**src/rtl/or_node_seq_if.sv**
```systemverilog
// rtl/or_node_seq_if.sv - control/status bundle between a replica-node sequencer and its driver
//
// Purpose: groups the run-control inputs and the phase-pulse/status outputs of
// or_node_seq so the sequencer and its controller connect through one port.
// Signals:
//   start, abort              run control (driver -> sequencer)
//   iter_num, ex_interval     iteration count and replica-test interval
//   mode_mask                 enabled opt modes
//   opt_mode                  opt mode of the current iteration
//   random_run .. exchange_run  one-cycle phase pulses
//   exchange_bank             pair parity for the current replica test
//   busy, done, iter_cnt      run status
// Modports: master = driver side, slave = sequencer side.

interface or_node_seq_if #(
  parameter int MODE_NUM = 2,
  parameter int ITER_W   = 16,
  parameter int MODE_W   = (MODE_NUM > 1) ? $clog2(MODE_NUM) : 1
);
  logic                start;
  logic                abort;
  logic [ITER_W-1:0]   iter_num;
  logic [ITER_W-1:0]   ex_interval;
  logic [MODE_NUM-1:0] mode_mask;
  logic [MODE_W-1:0]   opt_mode;
  logic                random_run;
  logic                distance_run;
  logic                metropolis_run;
  logic                replica_run;
  logic                exchange_run;
  logic                exchange_bank;
  logic                busy;
  logic                done;
  logic [ITER_W-1:0]   iter_cnt;

  modport master (
    output start, abort, iter_num, ex_interval, mode_mask,
    input  opt_mode, random_run, distance_run, metropolis_run, replica_run,
           exchange_run, exchange_bank, busy, done, iter_cnt
  );

  modport slave (
    input  start, abort, iter_num, ex_interval, mode_mask,
    output opt_mode, random_run, distance_run, metropolis_run, replica_run,
           exchange_run, exchange_bank, busy, done, iter_cnt
  );
endinterface

```
**src/rtl/or_node_seq.sv**
```systemverilog
// rtl/or_node_seq.sv - per-node step sequencer for the replica-exchange salesman engine
//
// Purpose: issues the ordered phase pulses (random, distance, metropolis,
// optional replica test, ordering exchange) for one replica node, for a
// configurable number of iterations, with periodic replica tests alternating
// even/odd pairs and round-robin over the enabled opt modes.
// Ports:
//   clk    clock
//   reset  synchronous active-high reset
//   bus    or_node_seq_if.slave: start/abort/iter_num/ex_interval/mode_mask in;
//          opt_mode, phase pulses, exchange_bank, busy, done, iter_cnt out.
// All outputs are registered.

module or_node_seq #(
  parameter int MODE_NUM = 2,
  parameter int ITER_W   = 16,
  parameter int DIST_LAT = 4,
  parameter int MTR_LAT  = 2,
  parameter int REP_LAT  = 3,
  parameter int EX_LAT   = 32
) (
  input logic         clk,
  input logic         reset,
  or_node_seq_if.slave bus
);

  localparam int MODE_W  = (MODE_NUM > 1) ? $clog2(MODE_NUM) : 1;
  localparam int MAX_A   = (DIST_LAT > MTR_LAT) ? DIST_LAT : MTR_LAT;
  localparam int MAX_B   = (REP_LAT > EX_LAT) ? REP_LAT : EX_LAT;
  localparam int MAX_LAT = (MAX_A > MAX_B) ? MAX_A : MAX_B;
  localparam int LAT_W   = $clog2(MAX_LAT + 1);

  // Last cycle index of each timed state (latency counter starts at 0).
  localparam logic [LAT_W-1:0] DIST_END = LAT_W'(DIST_LAT - 1);
  localparam logic [LAT_W-1:0] MTR_END  = LAT_W'(MTR_LAT - 1);
  localparam logic [LAT_W-1:0] REP_END  = LAT_W'(REP_LAT - 1);
  localparam logic [LAT_W-1:0] EX_END   = LAT_W'(EX_LAT - 1);

  typedef enum logic [2:0] {
    S_IDLE,
    S_RAND,
    S_DIST,
    S_MTR,
    S_REP,
    S_EXCH,
    S_DONE
  } state_t;

  state_t              r_state;
  logic [LAT_W-1:0]    r_lat;
  logic [ITER_W-1:0]   r_iter_num;
  logic [ITER_W-1:0]   r_int_cnt;
  logic                r_parity;
  logic [MODE_W-1:0]   r_opt_mode;
  logic                r_random_run;
  logic                r_distance_run;
  logic                r_metropolis_run;
  logic                r_replica_run;
  logic                r_exchange_run;
  logic                r_exchange_bank;
  logic                r_busy;
  logic                r_done;
  logic [ITER_W-1:0]   r_iter_cnt;

  logic [ITER_W:0]     w_iter_inc;
  logic                w_last_iter;
  logic [ITER_W-1:0]   w_int_inc;
  logic                w_rep_due;

  // One extra bit so the last-iteration compare and saturation see the carry.
  assign w_iter_inc  = {1'b0, r_iter_cnt} + {{ITER_W{1'b0}}, 1'b1};
  assign w_last_iter = (w_iter_inc == {1'b0, r_iter_num});
  assign w_int_inc   = r_int_cnt + ITER_W'(1);
  assign w_rep_due   = (bus.ex_interval != '0) && (w_int_inc == bus.ex_interval);

  function automatic logic [MODE_W-1:0] f_lowest(input logic [MODE_NUM-1:0] m);
    f_lowest = '0;
    for (int i = MODE_NUM - 1; i >= 0; i--) begin
      if (m[i]) f_lowest = MODE_W'(i);
    end
  endfunction

  // Next enabled mode above cur, wrapping to the lowest; holds on an empty mask.
  function automatic logic [MODE_W-1:0] f_next(input logic [MODE_NUM-1:0] m,
                                               input logic [MODE_W-1:0]   cur);
    logic found;
    f_next = cur;
    found  = 1'b0;
    for (int i = 0; i < MODE_NUM; i++) begin
      if (!found && m[i] && (i > int'(cur))) begin
        f_next = MODE_W'(i);
        found  = 1'b1;
      end
    end
    if (!found && (m != '0)) f_next = f_lowest(m);
  endfunction

  always_ff @(posedge clk) begin
    if (reset) begin
      r_state          <= S_IDLE;
      r_lat            <= '0;
      r_iter_num       <= '0;
      r_int_cnt        <= '0;
      r_parity         <= 1'b0;
      r_opt_mode       <= '0;
      r_random_run     <= 1'b0;
      r_distance_run   <= 1'b0;
      r_metropolis_run <= 1'b0;
      r_replica_run    <= 1'b0;
      r_exchange_run   <= 1'b0;
      r_exchange_bank  <= 1'b0;
      r_busy           <= 1'b0;
      r_done           <= 1'b0;
      r_iter_cnt       <= '0;
    end else begin
      // Pulses are raised on the edge that enters their state, so each one
      // is high exactly during that state's first cycle.
      r_random_run     <= 1'b0;
      r_distance_run   <= 1'b0;
      r_metropolis_run <= 1'b0;
      r_replica_run    <= 1'b0;
      r_exchange_run   <= 1'b0;
      r_done           <= 1'b0;

      if (bus.abort) begin
        r_state <= S_IDLE;
        r_busy  <= 1'b0;
      end else begin
        case (r_state)
          S_IDLE: begin
            if (bus.start) begin
              if ((bus.iter_num != '0) && (bus.mode_mask != '0)) begin
                r_state      <= S_RAND;
                r_random_run <= 1'b1;
                r_busy       <= 1'b1;
                r_iter_cnt   <= '0;
                r_int_cnt    <= '0;
                r_iter_num   <= bus.iter_num;
                r_opt_mode   <= f_lowest(bus.mode_mask);
              end else begin
                r_state <= S_DONE;
                r_done  <= 1'b1;
              end
            end
          end

          S_RAND: begin
            r_state        <= S_DIST;
            r_distance_run <= 1'b1;
            r_lat          <= '0;
          end

          S_DIST: begin
            if (r_lat == DIST_END) begin
              r_state          <= S_MTR;
              r_metropolis_run <= 1'b1;
              r_lat            <= '0;
            end else begin
              r_lat <= r_lat + LAT_W'(1);
            end
          end

          S_MTR: begin
            if (r_lat == MTR_END) begin
              r_lat <= '0;
              if (w_rep_due) begin
                r_state         <= S_REP;
                r_replica_run   <= 1'b1;
                r_int_cnt       <= '0;
                // Bank is captured here so it stays stable through the EXCH
                // that follows, even though the parity flips at REP exit.
                r_exchange_bank <= r_parity;
              end else begin
                r_state        <= S_EXCH;
                r_exchange_run <= 1'b1;
                r_int_cnt      <= w_int_inc;
              end
            end else begin
              r_lat <= r_lat + LAT_W'(1);
            end
          end

          S_REP: begin
            if (r_lat == REP_END) begin
              r_state        <= S_EXCH;
              r_exchange_run <= 1'b1;
              r_parity       <= ~r_parity;
              r_lat          <= '0;
            end else begin
              r_lat <= r_lat + LAT_W'(1);
            end
          end

          S_EXCH: begin
            if (r_lat == EX_END) begin
              r_lat      <= '0;
              r_iter_cnt <= w_iter_inc[ITER_W] ? r_iter_cnt : w_iter_inc[ITER_W-1:0];
              r_opt_mode <= f_next(bus.mode_mask, r_opt_mode);
              if (w_last_iter) begin
                r_state <= S_DONE;
                r_done  <= 1'b1;
                r_busy  <= 1'b0;
              end else begin
                r_state      <= S_RAND;
                r_random_run <= 1'b1;
              end
            end else begin
              r_lat <= r_lat + LAT_W'(1);
            end
          end

          S_DONE: begin
            r_state <= S_IDLE;
          end

          default: begin
            r_state <= S_IDLE;
            r_busy  <= 1'b0;
          end
        endcase
      end
    end
  end

  assign bus.opt_mode       = r_opt_mode;
  assign bus.random_run     = r_random_run;
  assign bus.distance_run   = r_distance_run;
  assign bus.metropolis_run = r_metropolis_run;
  assign bus.replica_run    = r_replica_run;
  assign bus.exchange_run   = r_exchange_run;
  assign bus.exchange_bank  = r_exchange_bank;
  assign bus.busy           = r_busy;
  assign bus.done           = r_done;
  assign bus.iter_cnt       = r_iter_cnt;

endmodule
```
**src/flat_wrapper.sv**
```systemverilog
// flat-port wrapper written by rule: the top's interface ports become plain ports
module or_node_seq_flat 
#(
  parameter int MODE_NUM = 2,
  parameter int ITER_W   = 16,
  parameter int DIST_LAT = 4,
  parameter int MTR_LAT  = 2,
  parameter int REP_LAT  = 3,
  parameter int EX_LAT   = 32
)
  (clk, reset, bus_start, bus_abort, bus_iter_num, bus_ex_interval, bus_mode_mask, bus_opt_mode, bus_random_run, bus_distance_run, bus_metropolis_run, bus_replica_run, bus_exchange_run, bus_exchange_bank, bus_busy, bus_done, bus_iter_cnt);
  or_node_seq_if #(.MODE_NUM(MODE_NUM), .ITER_W(ITER_W)) bus_i ();
  input logic clk;
  input logic reset;
  input wire logic [$bits(bus_i.start)-1:0] bus_start;
  input wire logic [$bits(bus_i.abort)-1:0] bus_abort;
  input wire logic [$bits(bus_i.iter_num)-1:0] bus_iter_num;
  input wire logic [$bits(bus_i.ex_interval)-1:0] bus_ex_interval;
  input wire logic [$bits(bus_i.mode_mask)-1:0] bus_mode_mask;
  output wire logic [$bits(bus_i.opt_mode)-1:0] bus_opt_mode;
  output wire logic [$bits(bus_i.random_run)-1:0] bus_random_run;
  output wire logic [$bits(bus_i.distance_run)-1:0] bus_distance_run;
  output wire logic [$bits(bus_i.metropolis_run)-1:0] bus_metropolis_run;
  output wire logic [$bits(bus_i.replica_run)-1:0] bus_replica_run;
  output wire logic [$bits(bus_i.exchange_run)-1:0] bus_exchange_run;
  output wire logic [$bits(bus_i.exchange_bank)-1:0] bus_exchange_bank;
  output wire logic [$bits(bus_i.busy)-1:0] bus_busy;
  output wire logic [$bits(bus_i.done)-1:0] bus_done;
  output wire logic [$bits(bus_i.iter_cnt)-1:0] bus_iter_cnt;
  assign bus_i.start = bus_start;
  assign bus_i.abort = bus_abort;
  assign bus_i.iter_num = bus_iter_num;
  assign bus_i.ex_interval = bus_ex_interval;
  assign bus_i.mode_mask = bus_mode_mask;
  assign bus_opt_mode = bus_i.opt_mode;
  assign bus_random_run = bus_i.random_run;
  assign bus_distance_run = bus_i.distance_run;
  assign bus_metropolis_run = bus_i.metropolis_run;
  assign bus_replica_run = bus_i.replica_run;
  assign bus_exchange_run = bus_i.exchange_run;
  assign bus_exchange_bank = bus_i.exchange_bank;
  assign bus_busy = bus_i.busy;
  assign bus_done = bus_i.done;
  assign bus_iter_cnt = bus_i.iter_cnt;
  or_node_seq #(.MODE_NUM(MODE_NUM), .ITER_W(ITER_W), .DIST_LAT(DIST_LAT), .MTR_LAT(MTR_LAT), .REP_LAT(REP_LAT), .EX_LAT(EX_LAT)) u_core (.clk(clk), .reset(reset), .bus(bus_i));
endmodule
```
**config.mk**
```make
export PLATFORM = sky130hd
export DESIGN_NAME = or_node_seq_flat
export DESIGN_NICKNAME = d
export VERILOG_FILES = /design/src/rtl/or_node_seq_if.sv /design/src/rtl/or_node_seq.sv /design/src/flat_wrapper.sv
export SDC_FILE = /design/constraint.sdc
export NUM_CORES = 1
export LEC_CHECK = 0
export ABC_AREA = 1
export CAP_MARGIN = 20
export CORE_ASPECT_RATIO = 1.2
export CORE_MARGIN = 4
export CORE_UTILIZATION = 35
export CTS_CLUSTER_DIAMETER = 80
export CTS_CLUSTER_SIZE = 16
export DETAILED_ROUTE_END_ITERATION = 16
export GPL_TIMING_DRIVEN = 0
export MAX_ROUTING_LAYER = met4
export SYNTH_ARGS = -nofsm -noshare
export SYNTH_HDL_FRONTEND = slang
export SYNTH_SLANG_ARGS = --single-unit
```
**constraint.sdc**
```tcl
create_clock -name clk -period 2.5 [get_ports clk]
set_input_delay 0.5 -clock clk [delete_from_list [all_inputs] [get_ports clk]]
set_output_delay 0.5 -clock clk [all_outputs]
set_load 0.02 [all_outputs]
```
Word level (Yosys, flattened, before mapping). Index checks and enable logic that the tools add are counted.

Order comparisons: 1. Reductions and logical operators: 25. Eq/ne operators: 21. Mux-type cells: 57. Bitwise logic cells: 6. Add/sub/neg operators: 3.

Operators with widths (number): $mux W16 (6); $pmux W16 S2 (2); $reduce_bool A16 Y1 (2); $mux W1 (31); $pmux W6 S5 (1); $mux W6 (4); $mux W3 (7); $pmux W3 S6 (1); $add A16 B1 Y17 const B (1); $eq A17 B16 Y1 (1); $add A16 B1 Y16 const B (1); $eq A16 B16 Y1 (1); $reduce_and A5 Y1 (3); $eq A6 B2 Y1 const B (2); $ne A2 B1 Y1 const B (6); $reduce_and A6 Y1 (2); $eq A3 B3 Y1 const B (3); $pmux W1 S2 (4); $reduce_and A4 Y1 (2); $add A6 B1 Y6 const B (1); $eq A3 B2 Y1 const B (2); $eq A6 B1 Y1 const B (1); $eq A6 B5 Y1 const B (1); $not A1 Y1 (6); 16 further kinds (22).

Logic and storage cells: 128. Bits of input ports: 38. Register bits after elaboration: 67.

Longest topological paths before layout. Gate-level depths: netlist of run 1.

Word-level depth: 12. Depth in mapped cells: 18. Depth with buffers taken out: 17.

Worst setup path after synthesis of run 1. No wires, ideal clock.

Kind: register to register. Start: register u_core.r_int_cnt[0]. End: register u_core.r_int_cnt[2]. Stages on the path, launching flop included: 14. Slack: 0.400 ns. Clock period less this slack: 2.100 ns. Setup time: 0.068 ns. Arrival time: 2.032 ns. Path buffers: 1. Path through: dfxtp_1 ha_1 nand2_1 nor2_2 nand3_1 xnor3_4 nand3_1 nor2_1 nand2_1 nand2_2 nor2_4 buf_12 nand2_2 a21oi_2.

Cells in the longest elaborated chain, start to end: 6.

RTL lines: start: declaration (RTL line or_node_seq.sv:52) `logic [ITER_W-1:0] r_int_cnt;`; start signal: assignment (RTL line or_node_seq.sv:176) `r_int_cnt <= w_int_inc;`; $add A16 B1 Y16 * (RTL line or_node_seq.sv:73) `assign w_int_inc = r_int_cnt + ITER_W'(1);`; $eq A16 B16 Y1 (RTL line or_node_seq.sv:74) `assign w_rep_due = (bus.ex_interval != '0) && (w_int_inc == bus.ex_interval);`; $logic_and A1 B1 Y1 (RTL line or_node_seq.sv:74); $mux W16 * (RTL line or_node_seq.sv:166) `if (w_rep_due) begin`; $mux W16 * (RTL line or_node_seq.sv:164) `if (r_lat == MTR_END) begin`; $pmux W16 S2 * (RTL line or_node_seq.sv:129) `case (r_state)`.

Every way passes the cells marked *; elsewhere a longest branch is shown, timed or not. The select of a mux whose other input is x is not followed. A chain may end at the register's enable or synchronous reset.

Worst setup path after layout of run 1.
Start: input port bus_iter_num[8]. End: register u_core.r_iter_cnt[12] (netlist: u_core.bus.iter_cnt[12]).

Cells in the longest elaborated chain, start to end: 4.

RTL lines: start: declaration (RTL line flat_wrapper.sv:17) `input wire logic [$bits(bus_i.iter_num)-1:0] bus_iter_num;`; $reduce_bool A16 Y1 (RTL line or_node_seq.sv:132) `if ((bus.iter_num != '0) && (bus.mode_mask != '0)) begin`; $logic_and A1 B1 Y1 (RTL line or_node_seq.sv:132); $ne A2 B1 Y1 (no line); $reduce_and A6 Y1 (no line); end signal: assignment (RTL line or_node_seq.sv:197) `r_iter_cnt <= w_iter_inc[ITER_W] ? r_iter_cnt : w_iter_inc[ITER_W-1:0];`; end: declaration (RTL line or_node_seq.sv:63) `logic [ITER_W-1:0] r_iter_cnt;`.

Every way passes these cells.

==> results.cfg, run 1 <==
[outcome]
status = finished clean

[worst_setup_path]
r2r_cells = 12
start_kind = primary input
critPathKind = primary input to flip-flop
crit_required_ns = 2.75
reg2reg_slack_ns = 0.22
critPathArrivalTime_ns = 2.62
r2r_end = u_core.bus.iter_cnt[12]
path_max_fanout = 10
end_kind = flip-flop
regToRegStartpoint = u_core.r_lat[0]

[pwr]
p_leak_uw = 0.00224
power_uw = 2720
powerDensity_mw_per_mm2 = 480
ir_drop_uv = 246

[drt]
num_vias = 4756
drc = 0
viasPerCell = 4.91
wl_um = 13100
drt-pass1-iter-count = 5
routedWlPerCell_um = 13.5
antenna_left = 0
drtIter0Drc = 229

[sta]
maxSlewViolCount = 0
skew_ns = 0.00817
relSlewSlack = 0.451
hold_violations = 0
fin_tns_setup_ns = 0
period_minus_slack_ns = 2.37
period_share = 0.947
tightest_slew_ns = 0.824
max_freq_mhz = 422
setup_violations = 0

[clock_tree]
clock_latency_ns = 0.33
clk_pin_slew_ns = 0.05
cts_hold_buf = 0
clockBufferDepth = 2
cts_tree = done
cts_root_buf = clkbuf_16
cts.sinks = 67
htree_levels = 3
numCtsBuffers = 9

[die]
die_area_mm2 = 0.0146
rows = 44
die_h_um = 132
fp.dieW_um = 111
fp.coreArea_mm2 = 0.0123
initial_utilization = 0.364
ios = 63

[yosys]
synth_fa_ha_area_frac = 0.0140
synth_xor_area_frac = 0.0235
ys.flop_type = dfxtp_1
synthArstFlopShare = 0
synth_nets = 770
ys_types = 42
synth-compound-area-share = 0.125
synth_edf_count = 0
synth_top_family_by_area = simple AND/OR/NAND/NOR gates
synth_top_area_frac = 0.300
ys_ff_latch = 67
synth_area_leaders = dfxtp_1 30%, nand2_1 18%, inv_1 8.4%, nand3_1 8.1%, nor2_1 6.7%
yosysSeqAreaShare = 0.300
syn-cell-area_mm2 = 0.00447
synth_largest_area_cell = dfxtp_1
muxShareOfSynthArea = 0
avgSynthCellArea_um2 = 6.15
synthCells = 727
synth-simple-area-share = 0.428
ys_warn_count = 0

[min_path]
hold_path_depth = 2
hold_start = reset
min_to = u_core.r_int_cnt[12]
hold_path.class = primary input to flip-flop

[final_layout]
final_util = 0.462
finalNetCount = 847
final_cell_mix = 211 x nand2_1, 100 x inv_1, 75 x nor2_1, 71 x nand3_1, 63 x dfxtp_1
layout_commonest_cell = nand2_1
antenna_cells = 0
drive_gt1_frac = 0.101
area_growth_syn_to_layout_pct = 26.9
fin_area_mm2 = 0.00567

[place]
dp_hpwl_um = 10200
portBuffers = 61
place_area_mm2 = 0.00528
gp_congestion = 0.944

[global_route]
grt_max_degree = 11
overflow = 0
grt_pass1_vias = 4495
grt_pass1_wl_um = 21100
grt.total_usage = 0.178
antenna_found_initial = 0

[run]
maxCapViolations = 0
[synthesized netlist by cell type, types with 3 or more instances]
cell type  instances
clkbuf_1           6
xor2_1             4
nor3_1             9
nor2_1            80
a21oi_2           10
nand2_2           12
nand3_1           72
a21oi_1           53
inv_1            100
dfxtp_1           67
nand2_1          212
nor2_2             7
ha_1               5
nand4_1           22
o21ai_0           28
or2_2              3
[flip-flops by register name (all words and copies together), names as in the netlist]
register / flops
u_core.bus.iter_cnt: 16
u_core.r_int_cnt: 16
u_core.bus.metropolis_run: 1
u_core.bus.distance_run: 1
u_core.bus.exchange_run: 1
u_core.bus.done: 1
u_core.r_parity: 1
u_core.bus.exchange_bank: 1
u_core.bus.busy: 1
u_core.bus.replica_run: 1
u_core.r_lat: 6
u_core.r_iter_num: 16
u_core.bus.random_run: 1
u_core.r_state: 3
u_core.bus.opt_mode: 1
[where the power goes]
group	internal [µW]	switching, µW	leakage (µW)
clock	820	460	0.000146
combinational	136	194	0.00155
sequential	1100	14.4	0.000545
total	2050	668	0.00224
[worst max-delay path, cell delays in order]
cell and delay, ns:
clkdlybuf4s50_1 0.52, nor2_1 0.08, nand4_1 0.15, nor2_1 0.07, a21oi_1 0.22, nor2_1 0.11, nor2_1 0.22, nand2_1 0.14
nor2_4 0.15, clkbuf_4 0.23, nand3_1 0.09, a21oi_1 0.12
[how the worst max path moves through the flow]
| stage | startpoint | endpoint | slack (ns) |
|---|---|---|---|
| global placement | bus_iter_num[8] | u_core.bus.iter_cnt[14] | -0.46 |
| global route | bus_iter_num[8] | u_core.bus.iter_cnt[14] | -0.00008 |
| CTS | u_core.bus.iter_cnt[4] | u_core.bus.iter_cnt[5] | 0.01 |
| detailed placement | bus_iter_num[8] | u_core.bus.iter_cnt[12] | -0.42 |
| floorplan | u_core.r_int_cnt[0] | u_core.r_int_cnt[2] | 0.40 |
| finish | bus_iter_num[8] | u_core.bus.iter_cnt[12] | 0.13 |
[timing repair]
| action | 4_1_cts | 5_1_grt |
|---|---|---|
| gates resized for setup | 3 | 22 |
| buffers inserted | 0 | 4 |
| endpoints found under the hold margin | 0 | 0 |
| pin swaps | 0 | 3 |
| endpoints found under the setup margin | 25 | 43 |
| gates cloned | 0 | 1 |
[final cells by class]
cell class	instances	area, µm²
timing repair buffer	65	641
buffer	14	100
multi-input combinational	545	2700
clock buffer	13	260
inverter	102	383
fill	1282	6610
clock inverter	2	35.0
sequential	67	1350
tap	161	201
[stage by stage]
stage	worst slack [ns]	instances	hold slack [ns]
floorplan	0.400	727	0.423
global placement	-0.459	949	0.438
detailed placement	-0.420	949	0.460
CTS	0.0107	964	0.401
global route	-0.0000786	969	0.404
finish	0.133	969	0.408
[cells by family (layout without fill, tap and decap cells)]
group	Yosys count	after routing
and+or+nand+nor	430	431
xor gates and xnor gates	8	8
adders and majority gates	5	5
AOI/OAI and AO/OA	101	101
buffers and inverters	116	196
DFF	67	67
[per-layer routing]
metal / vias up / GRT usage / wire (µm)
met5: - / - / 0
met4: 0 / 0.0514 / 212
met3: 17 / 0.0289 / 415
met2: 84 / 0.326 / 6790
met1: 2155 / 0.200 / 5640
li1: 2500 / - / -
(Power assumes the default switching activity.)
==> run 2: changes to the inputs <==
--- a/config.mk
+++ b/config.mk
@@ -13,8 +13,10 @@
 export CTS_CLUSTER_DIAMETER = 80
 export CTS_CLUSTER_SIZE = 16
 export DETAILED_ROUTE_END_ITERATION = 16
+export GPL_ROUTABILITY_DRIVEN = 1
 export GPL_TIMING_DRIVEN = 0
 export MAX_ROUTING_LAYER = met4
+export PLACE_DENSITY = 0.64
 export SYNTH_ARGS = -nofsm -noshare
 export SYNTH_HDL_FRONTEND = slang
 export SYNTH_SLANG_ARGS = --single-unit
==> results.cfg, run 2 (same netlist as run 1, synthesis figures left out) <==
[outcome]
status = finished clean

[die]
die_h_um = 132
die_area_mm2 = 0.0146
rows = 44
fp.coreArea_mm2 = 0.0123
ios = 63
initial_utilization = 0.364
fp.dieW_um = 111

[drt]
drc = 0
routedWlPerCell_um = 12.8
viasPerCell = 4.86
num_vias = 4700
antenna_left = 0
wl_um = 12400
drt-pass1-iter-count = 5
drtIter0Drc = 229

[sta]
relSlewSlack = 0.521
skew_ns = 0.00705
tightest_slew_ns = 0.718
max_freq_mhz = 433
rsz0062_at_grt = false
period_share = 0.923
maxSlewViolCount = 0
hold_violations = 0
setup_violations = 0
period_minus_slack_ns = 2.31
fin_tns_setup_ns = 0
worst_slack_ns = 0.192

[global_route]
grt_max_degree = 12
grt_pass1_wl_um = 20400
grt_pass1_vias = 4400
grt.total_usage = 0.173
overflow = 0
antenna_found_initial = 0

[final_layout]
finalNetCount = 844
seq_area_mm2 = 0.00135
multiInputGateArea_mm2 = 0.00271
area_growth_syn_to_layout_pct = 26.6
final_cell_mix = 211 x nand2_1, 100 x inv_1, 73 x nor2_1, 71 x nand3_1, 64 x dfxtp_1
final_util = 0.461
fin_area_mm2 = 0.00566
antenna_cells = 0
layout_commonest_cell = nand2_1
filler_cell_count = 1287
drive_gt1_frac = 0.102

[pwr]
p_leak_uw = 0.00222
power_uw = 2710
powerDensity_mw_per_mm2 = 478
ir_drop_uv = 351

[clock_tree]
clock_latency_ns = 0.33
htree_levels = 3
clk_pin_slew_ns = 0.06
clockBufferDepth = 2
cts_tree = done
numCtsBuffers = 9
cts.sinks = 67
cts_root_buf = clkbuf_16
cts_hold_buf = 0

[worst_setup_path]
reg2reg_slack_ns = 0.22
regToRegStartpoint = u_core.r_int_cnt[0]
start_kind = primary input
critPathArrivalTime_ns = 2.57
path_max_fanout = 10
r2r_end = u_core.r_int_cnt[9]
end_kind = flip-flop
r2r_cells = 13
crit_required_ns = 2.76
cpMaxStageDelayCell = clkdlybuf4s50_1
cp_cell_sequence = clkdlybuf4s50_1 -> nor4_1 -> nand2_1 -> nor2_1 -> a21oi_2 -> nor2_1 -> nor2_1 -> nand2_2 -> buf_2 -> nand2_1 -> a21oi_2
cpPeakStageDelay_ns = 0.42
critPathKind = primary input to flip-flop
crit_top_cell = nor2_1

[min_path]
hold_path_depth = 2
min_to = u_core.r_int_cnt[12]
hold_path.class = primary input to flip-flop
hold_start = reset

[place]
dp_hpwl_um = 9860
place_area_mm2 = 0.00528
portBuffers = 61
gp_congestion = 0.955
pre_cts_slack_ns = -0.365

[run]
maxCapViolations = 0
-- run 2: cell types whose count changed in the layout (fill, tap and decap cells not counted), moves of 2 or more --
cell,before,now
clkinv_2,1,3
buf_4,4,1
clkbuf_2,2,0
nor2_2,10,12
nor2_1,75,73
-- run 2: per-stage QoR --
step | hold slack, ns | instances
CTS | 0.399 | 965
detailed placement | 0.447 | 949
finish | 0.404 | 967
global route | 0.409 | 967
floorplan | 0.423 | 727
global placement | 0.442 | 949
-- run 2: timing repair --
action,in CTS,in global routing
pin swaps,0,2
setup endpoints to repair,12,43
gates resized for setup,2,23
cloned,0,1
buffers inserted,0,1
hold endpoints to repair,0,0
-- run 2: layer usage --
layer	share of wire	up-vias	GRT usage
met2	0.50	98	0.302
met4	0.033	0	0.0730
met5	0	-	-
met1	0.43	2078	0.200
met3	0.032	28	0.0202
li1	-	2496	-
-- run 2: critical path, delay by kind of cell --
kind            cells  cell delay, ns
compound gates      2            0.20
buf+inv             2            0.68
simple gates        7            1.17
-- run 2: worst max path at each step --
stage,end,from,slack (ns)
after floorplan,u_core.r_int_cnt[2],u_core.r_int_cnt[0],0.40
after global placement,u_core.bus.iter_cnt[14],bus_iter_num[8],-0.36
after detailed placement,u_core.bus.iter_cnt[14],bus_iter_num[8],-0.37
after CTS,u_core.r_int_cnt[9],u_core.r_int_cnt[0],0.02
after global routing,u_core.r_int_cnt[7],bus_iter_num[15],0.005
final,u_core.r_int_cnt[7],bus_iter_num[0],0.19
-- run 2: final cells by class --
| class | count | share of cell area |
|---|---|---|
| Multi-Input combinational cell | 545 | 0.480 |
| Sequential cell | 67 | 0.238 |
| Timing Repair Buffer | 62 | 0.109 |
| Inverter | 102 | 0.0677 |
| Clock buffer | 11 | 0.0429 |
| Tap cell | 161 | 0.0356 |
| Buffer | 14 | 0.0175 |
| Clock inverter | 5 | 0.00929 |
-- run 2: where the power goes --
group / total [µW] / internal [µW] / switching [µW]
clock network: 1270 / 794 / 476
logic: 326 / 136 / 190
registers: 1110 / 1100 / 14.4
total: 2710 / 2030 / 681
==> run 3: changes to the inputs <==
--- a/config.mk
+++ b/config.mk
@@ -9,14 +9,15 @@
 export CAP_MARGIN = 20
 export CORE_ASPECT_RATIO = 1.2
 export CORE_MARGIN = 4
-export CORE_UTILIZATION = 35
+export CORE_UTILIZATION = 47
 export CTS_CLUSTER_DIAMETER = 80
 export CTS_CLUSTER_SIZE = 16
 export DETAILED_ROUTE_END_ITERATION = 16
 export GPL_ROUTABILITY_DRIVEN = 1
 export GPL_TIMING_DRIVEN = 0
 export MAX_ROUTING_LAYER = met4
-export PLACE_DENSITY = 0.64
+export PLACE_DENSITY = 0.79
+export RECOVER_POWER = 50
 export SYNTH_ARGS = -nofsm -noshare
 export SYNTH_HDL_FRONTEND = slang
 export SYNTH_SLANG_ARGS = --single-unit
==> results.cfg, run 3 (same netlist as run 1, synthesis figures left out) <==
[outcome]
status = finished clean

[drt]
viasPerCell = 5.28
antenna_left = 0
wl_um = 12100
drt-pass1-iter-count = 5
drc = 0
routedWlPerCell_um = 13.1
drtIter0Drc = 333
num_vias = 4904

[final_layout]
drive_gt1_frac = 0.100
layout.cells.non_filler = 928
layout_commonest_cell = nand2_1
finalNetCount = 846
filler_cell_count = 856
area_growth_syn_to_layout_pct = 23.8
multiInputGateArea_mm2 = 0.00270
final_cell_mix = 211 x nand2_1, 100 x inv_1, 75 x nor2_1, 71 x nand3_1, 65 x dfxtp_1
antenna_cells = 0
final_util = 0.603
seq_area_mm2 = 0.00134

[pwr]
p_switching_uw = 648
netSwitchingFraction = 0.263
ir_drop_uv = 267
p_leak_uw = 0.00228
seq_power_share = 0.450
powerDensity_mw_per_mm2 = 445
p_comb_frac = 0.131
p_clk_frac = 0.419
internal-power_uw = 1820

[global_route]
grt_pass1_wl_um = 19900
grt.total_usage = 0.220
overflow = 0
antenna_found_initial = 0
grt_pass1_vias = 4663
grt_max_degree = 13

[place]
dp_hpwl_um = 9350
portBuffers = 61
place_inst = 908
gp_congestion = 0.952
pre_cts_slack_ns = -0.317

[clock_tree]
clockBufferDepth = 2
clock_latency_ns = 0.35
cts_hold_buf = 0
htree_levels = 3
clk_pin_slew_ns = 0.08
cts.sinks = 67
cts_tree = done
numCtsBuffers = 9
cts_root_buf = clkbuf_8

[run]
maxCapViolations = 0

[die]
fp.coreArea_mm2 = 0.00918
rows = 38
initial_utilization = 0.487
die_h_um = 115
die_area_mm2 = 0.0111
ios = 63
fp.dieW_um = 97.0

[sta]
period_minus_slack_ns = 2.44
max_freq_mhz = 410
maxSlewViolCount = 0
setup_violations = 0
fin_tns_setup_ns = 0
hold_violations = 0
holdWs_ns = 0.381
relSlewSlack = 0.515
tightest_slew_ns = 0.727
skew_ns = 0.0126
period_share = 0.975
worst_slack_ns = 0.0634

[worst_setup_path]
end_kind = flip-flop
start_kind = primary input
critPathKind = primary input to flip-flop
path_max_fanout = 10
crit_required_ns = 2.77
critPathArrivalTime_ns = 2.71

[min_path]
hold_path.class = primary input to flip-flop
[run 3: cell count changes in the layout (fill, tap and decap cells not counted), sizes merged]
cell           change
dlygate4sd3       +26
clkinvlp           +1
clkinv             -1
clkdlybuf4s50     -26
bufinv             +1
buf                +1
[run 3: repair_timing]
action,CTS,global route
setup buffers,0,3
endpoints found under the setup margin,10,36
endpoints found under the hold margin,0,0
gates cloned,0,1
pin swaps,0,2
gates resized for setup,1,19
[run 3: area by class of cell]
cell class | count | area share
multi-input combinational | 545 | 0.487
sequential | 67 | 0.243
timing repair buffer | 64 | 0.114
inverter | 102 | 0.0692
tap | 120 | 0.0271
clock buffer | 10 | 0.0249
buffer | 14 | 0.0181
clock inverter | 6 | 0.0161
[run 3: power by group through the flow]
stage,Combinational (µW),Clock [µW],Sequential [µW]
floorplan,186,0,1130
global placement,313,0,1130
detailed placement,318,0,1130
CTS,319,1050,1110
global route,359,1090,1110
finish,323,1030,1110
[run 3: final timing paths]
kind / end / from / cells past startpoint / slack (ns)
worst max-delay path: u_core.bus.iter_cnt[7] / bus_iter_num[8] / 12 / 0.06
worst min-delay path: u_core.r_int_cnt[12] / reset / 2 / 0.38
worst max register to register: u_core.r_int_cnt[9] / u_core.r_int_cnt[1] / 13 / 0.15
worst min register to register: u_core.r_parity / u_core.r_parity / 1 / 0.47
[run 3: routing by layer]
metal,GRT usage,up-vias,wire length [µm]
met4,0.0974,0,275
met5,-,-,0
met2,0.391,192,6180
li1,-,2503,-
met1,0.244,2177,4870
met3,0.0334,32,796
[run 3: per-stage QoR]
| stage | power (µW) | instance area, µm² |
|---|---|---|
| global placement | 1440 | 5230 |
| finish | 2460 | 5530 |
| floorplan | 1320 | 4470 |
| detailed placement | 1450 | 5230 |
| global route | 2570 | 5530 |
| CTS | 2470 | 5460 |
[run 3: critical path, stage by stage]
cell and delay (ns):
clkdlybuf4s50_1 0.53, nor2_1 0.08, nand4_1 0.15, nor2_1 0.07, a21oi_1 0.25, nor2_1 0.14, nor2_2 0.18, nand2_1 0.12
nor2_4 0.22, clkbuf_4 0.27, nand2_1 0.06, a21oi_1 0.14
